[config.mk]
export PLATFORM = sky130hd
export DESIGN_NAME = pong_game_ctrl
export DESIGN_NICKNAME = d
export VERILOG_FILES = /design/src/rtl/pong_game_ctrl.sv
export SDC_FILE = /design/constraint.sdc
export NUM_CORES = 1
export LEC_CHECK = 0
export ABC_AREA = 1
export CAP_MARGIN = 20
export CORE_MARGIN = 2
export CORE_UTILIZATION = 64
export DETAILED_ROUTE_END_ITERATION = 12
export DONT_BUFFER_PORTS = 1
export GPL_TIMING_DRIVEN = 0
export PLACE_DENSITY = 0.87
export SYNTH_ARGS = -nofsm -noshare
export SYNTH_HDL_FRONTEND = slang
export SYNTH_SLANG_ARGS = --single-unit
export TNS_END_PERCENT = 100
[constraint.sdc]
create_clock -name CLOCK -period 3.3 [get_ports CLOCK]
set_input_delay 0.33 -clock CLOCK [delete_from_list [all_inputs] [get_ports CLOCK]]
set_output_delay 0.33 -clock CLOCK [all_outputs]
set_load 0.05 [all_outputs]
[src/rtl/pong_game_ctrl.sv]
// Pong game sequencer: movement tick divider, serve/play/point/over phases,
// edge-miss detection and score keeping for both players.
module pong_game_ctrl #(
  parameter int TICK_DIV    = 500000,
  parameter int SERVE_TICKS = 60,
  parameter int POINT_TICKS = 90,
  parameter int WIN_SCORE   = 9,
  parameter int LEFT_EDGE   = 0,
  parameter int RIGHT_EDGE  = 799
) (
  input  logic        CLOCK,
  input  logic        RESET_N,
  input  logic        START,
  input  logic        PAUSE,
  input  logic [10:0] BALL_H,
  output logic        TICK,
  output logic        BALL_LOAD,
  output logic        BALL_RUN,
  output logic        SERVE_DIR,
  output logic [3:0]  SCORE_L,
  output logic [3:0]  SCORE_R,
  output logic        WINNER,
  output logic [2:0]  STATE
);

  typedef enum logic [2:0] {
    IDLE  = 3'd0,
    SERVE = 3'd1,
    PLAY  = 3'd2,
    POINT = 3'd3,
    OVER  = 3'd4
  } state_t;

  localparam int TW     = (TICK_DIV > 1) ? $clog2(TICK_DIV) : 1;
  localparam int PH_MAX = (SERVE_TICKS > POINT_TICKS) ? SERVE_TICKS : POINT_TICKS;
  localparam int PW     = (PH_MAX > 1) ? $clog2(PH_MAX) : 1;

  localparam logic [TW-1:0] TICK_LAST  = TW'(TICK_DIV - 1);
  localparam logic [PW-1:0] SERVE_LAST = PW'(SERVE_TICKS - 1);
  localparam logic [PW-1:0] POINT_LAST = PW'(POINT_TICKS - 1);
  localparam logic [3:0]    WIN        = 4'(WIN_SCORE);
  localparam logic [10:0]   L_EDGE     = 11'(LEFT_EDGE);
  localparam logic [10:0]   R_EDGE     = 11'(RIGHT_EDGE);

  state_t        state, state_nx;
  logic [TW-1:0] tick_cnt;
  logic [PW-1:0] phase, phase_nx;
  logic [3:0]    score_l, score_l_nx, score_r, score_r_nx;
  logic          dir, dir_nx, winner, winner_nx, ball_load;

  // Free-running divider; PAUSE freezes it so the countdowns freeze too.
  always_ff @(posedge CLOCK or negedge RESET_N) begin
    if (!RESET_N)
      tick_cnt <= '0;
    else if (!PAUSE)
      tick_cnt <= (tick_cnt == TICK_LAST) ? '0 : tick_cnt + 1'b1;
  end

  assign TICK = (tick_cnt == TICK_LAST) && !PAUSE;

  always_ff @(posedge CLOCK or negedge RESET_N) begin
    if (!RESET_N) state <= IDLE;
    else          state <= state_nx;
  end

  always_comb begin
    state_nx   = state;
    phase_nx   = phase;
    score_l_nx = score_l;
    score_r_nx = score_r;
    dir_nx     = dir;
    winner_nx  = winner;
    case (state)
      IDLE, OVER: begin
        if (START) begin
          state_nx   = SERVE;
          phase_nx   = '0;
          score_l_nx = '0;
          score_r_nx = '0;
          dir_nx     = 1'b0;
          winner_nx  = 1'b0;
        end
      end
      SERVE: begin
        if (TICK) begin
          if (phase == SERVE_LAST) begin
            state_nx = PLAY;
            phase_nx = '0;
          end else begin
            phase_nx = phase + 1'b1;
          end
        end
      end
      PLAY: begin
        // Left miss wins ties; leaving PLAY guarantees one miss per point.
        if (BALL_H <= L_EDGE) begin
          score_r_nx = (score_r == WIN) ? score_r : score_r + 4'd1;
          dir_nx     = 1'b0;
          state_nx   = POINT;
          phase_nx   = '0;
        end else if (BALL_H >= R_EDGE) begin
          score_l_nx = (score_l == WIN) ? score_l : score_l + 4'd1;
          dir_nx     = 1'b1;
          state_nx   = POINT;
          phase_nx   = '0;
        end
      end
      POINT: begin
        if (score_l == WIN || score_r == WIN) begin
          state_nx  = OVER;
          winner_nx = (score_r == WIN);
        end else if (TICK) begin
          if (phase == POINT_LAST) begin
            state_nx = SERVE;
            phase_nx = '0;
          end else begin
            phase_nx = phase + 1'b1;
          end
        end
      end
      default: state_nx = IDLE;
    endcase
  end

  always_ff @(posedge CLOCK or negedge RESET_N) begin
    if (!RESET_N) begin
      phase     <= '0;
      score_l   <= '0;
      score_r   <= '0;
      dir       <= 1'b0;
      winner    <= 1'b0;
      ball_load <= 1'b0;
    end else begin
      phase     <= phase_nx;
      score_l   <= score_l_nx;
      score_r   <= score_r_nx;
      dir       <= dir_nx;
      winner    <= winner_nx;
      ball_load <= (state_nx == SERVE) && (state != SERVE);
    end
  end

  assign BALL_LOAD = ball_load;
  assign BALL_RUN  = (state == PLAY);
  assign SERVE_DIR = dir;
  assign SCORE_L   = score_l;
  assign SCORE_R   = score_r;
  assign WINNER    = winner;
  assign STATE     = state;

endmodule

==> metrics.yaml <==
routing:
  routed.top_layer: "met4"
  wirelength_um: 5592
  drc_errors: 0
  route.detailed.vias_per_inst: 5.600
  detailroute.wirelength.met3_um: 358
  antenna_left: 0
  num_vias: 2335
  met2_length_um: 2808
  post_drt_wl_per_cell_um: 13.41
  dr.first_iter.drc_count: 142
  firstDrtPassIters: 5
  met1Wirelength_um: 2335
synthesis:
  ys_seq_area_share_pct: 37.70
  synth_edf_count: 0
  share_of_yosys_cell_area_claimed_by_the_top_area_cell_type_pct: 37.70
  synth_top_flop_cell: "dfrtp_1"
  synth_area_leader_cell: "dfrtp_1"
  synth.distinct_cells: 34
  ys_seq_elements: 40
  asyncSetResetFlopFracSynth_pct: 100.0
  synthesis.nets: 379
  syn-instance-count: 357
  synthesis.yosys.warnings: 0
  postSynthAreaPerCell_um2: 7.437
  synthesis.area_mm2: 0.002655
  netlist_top_cells_area: "dfrtp_1 (38%), nand2_1 (10%), nand3_1 (7.9%)"
clock_tree:
  h_tree_depth_reported_by_cts: 2
  cts_hold_buf: 2
  source_to_sink_clock_delay_at_the_later_pin_of_the_worst_skew_pair_ps: 300
  cts.clk_slew.worst_paths_ps: 90
  post-cts-setup-buffers: 0
  cts_repair_resizes: 0
  cts_buffers: 5
  cts_tree: "done"
  cts_sinks: 40
  clock-root-buffer: "clkbuf_8"
  max-clock-path-buffers: 2
final_layout:
  final_net_count: 388
  final_layout_size_suffix_gt1_share_pct: 12.53
  final_design_area_no_fill_mm2: 0.002869
  mostFrequentLayoutCell: "nand2_1"
  stdcell_count: 417
  layout_common_cells: "nand2_1 (74), nor2_1 (49), nand3_1 (42)"
  n_antenna_cell: 0
  area_growth_syn_to_layout_pct: 8.058
worst_setup_path:
  cp.required_ps: 3520
  reg2reg_setup_slack_ps: 890
  timing.setup.critical_path_class: "flip-flop to flip-flop"
  reg2reg_from: "STATE[1]"
  r2r_cells: 8
  timing.rr.end: "SCORE_R[0]"
  arrival_ps: 2630
  critical_path.startpoint_type: "flip-flop"
  cp_max_fo: 7
  setup.worst_path.end_class: "flip-flop"
timing:
  maxSlewViolCount: 0
  fmax_mhz: 414.3
  final.setup.tns_ps: 0
  skew_ps: 13.37
  timing.slew.headroom_pct: 47.00
  finalHoldViolations: 0
  final_min_period_over_clock_period_pct: 73.14
  period_minus_slack_ps: 2414
  pin_slew_with_the_least_headroom_to_its_limit_ps: 792.5
  finalSetupViolCount: 0
  rsz_0062_raised_after_global_routing: "false"
worst_hold_path:
  min_to: "SERVE_DIR"
  min-delay-start: "START"
  whs_path_depth: 2
  hold_path_class: "input pin to flip-flop"
global_route:
  antenna_found_initial: 0
  maximum_number_of_pins_on_one_net_before_global_route_repair: 41
  track_usage_pct: 28.05
  grt_pass1_wl_um: 9860
  vias_in_the_first_global_route: 2285
  gr-total-overflow: 0
placement:
  detailed_place.area_mm2: 0.002718
  numPlacedInstances: 407
  total_of_buffers_placed_on_input_and_output_ports: 0
  gp_routability_congestion: 0.9244
  dp_hpwl_um: 4123
run:
  max-cap-violations: 0
die:
  core.rowCount: 23
  die_height_um: 68.41
  die_area_mm2: 0.004680
  initial_core_util_pct: 66.37
  ioPinCount: 31
  core_region_area_mm2: 0.004000
  die_w_um: 68.41
power_and_ir_drop:
  p_leak_nw: 1.397
  power.density_mw_per_mm2: 483.6
  ir_worst_vdd_uv: 327.3
status:
  run_status: "complete, no violations"
[critical path, stage by stage (launching register included)]
cell and delay [ps]:
dfrtp_1 730, inv_2 140, nor3_4 640, inv_2 160, nand2_1 100, nand2_1 80, nor2_2 210, nand2_1 110
mux2i_1 150
[routing by layer]
| layer | vias to the layer above | global-route usage [%] |
|---|---|---|
| met1 | 1067 | 33.79 |
| li1 | 1188 | - |
| met3 | 11 | 7.237 |
| met5 | - | 0 |
| met4 | 0 | 10.00 |
| met2 | 69 | 48.08 |
[cells by family (layout without fill, tap and decap cells)]
| kind of cell | after synthesis | after routing | synth area share [%] |
|---|---|---|---|
| AND/OR/NAND/NOR | 220 | 220 | 41.57 |
| buffers and inverters | 49 | 59 | 7.352 |
| XOR/XNOR | 12 | 12 | 3.958 |
| adder cells (fa/ha/maj) | 7 | 7 | 3.299 |
| multiplexers | 1 | 1 | 0.3770 |
| AO/OA/AOI/OAI | 28 | 28 | 5.749 |
| flip-flops | 40 | 40 | 37.70 |
[report_power, final]
group	switching [mW]	total (mW)	leakage [nW]	internal [mW]
Clock	0.178	0.426	0.0614	0.247
Sequential	0.105	0.667	0.502	0.562
Combinational	0.192	0.295	0.834	0.103
Total	0.475	1.39	1.40	0.912
[sequential cells by signal, summed over array words and instances, names as in the netlist]
register,count
tick_cnt,19
phase,7
SCORE_L,4
SCORE_R,4
STATE,3
BALL_LOAD,1
SERVE_DIR,1
WINNER,1
[through the flow]
stage | power (mW) | setup slack [ps] | utilization, % | hold WS [ps]
finish | 1.388 | 886.3 | 71.72 | 286.0
global route | 1.466 | 703.3 | 71.72 | 270.3
CTS | 1.388 | 893.2 | 71.72 | 273.6
detailed placement | 0.9479 | 892.2 | 67.94 | 35.46
global placement | 0.9336 | 943.7 | 67.94 | 35.51
floorplan | 0.8820 | 1192 | - | 34.41
[synthesized netlist by cell type (2+ instances only)]
cell / count
a21oi_1: 10
dfrtp_1: 40
ha_1: 7
inv_1: 37
inv_2: 9
nand2_1: 74
nand2_2: 4
nand2_4: 2
nand3_1: 42
nand4_1: 15
nor2_1: 49
nor2_2: 6
nor2_4: 3
nor2_8: 3
nor3_1: 12
nor3_2: 3
nor3_4: 2
o21ai_0: 8
o21ai_1: 3
o22ai_1: 4
xnor2_1: 2
xor2_1: 10
[area by class of cell]
class                   instances  area [µm²]
clock buffers                   6       82.58
fillers                       323        1131
well taps                      50       62.56
flip-flops and latches         40        1001
inverters                      48       187.7
clock inverters                 2       38.79
repair buffers                  2       30.03
multi-input cells             268        1459
plain buffers                   1       7.507
[worst max path at each step]
stage / endpoint / start / slack, ps
after floorplan: SCORE_R[0] / STATE[1] / 1190
after global placement: SCORE_R[0] / STATE[1] / 940
after detailed placement: SCORE_R[1] / STATE[1] / 890
after CTS: SCORE_R[0] / STATE[1] / 890
after global routing: SCORE_R[1] / STATE[1] / 700
final: SCORE_R[0] / STATE[1] / 890
Power figures use the tool's default switching activity.
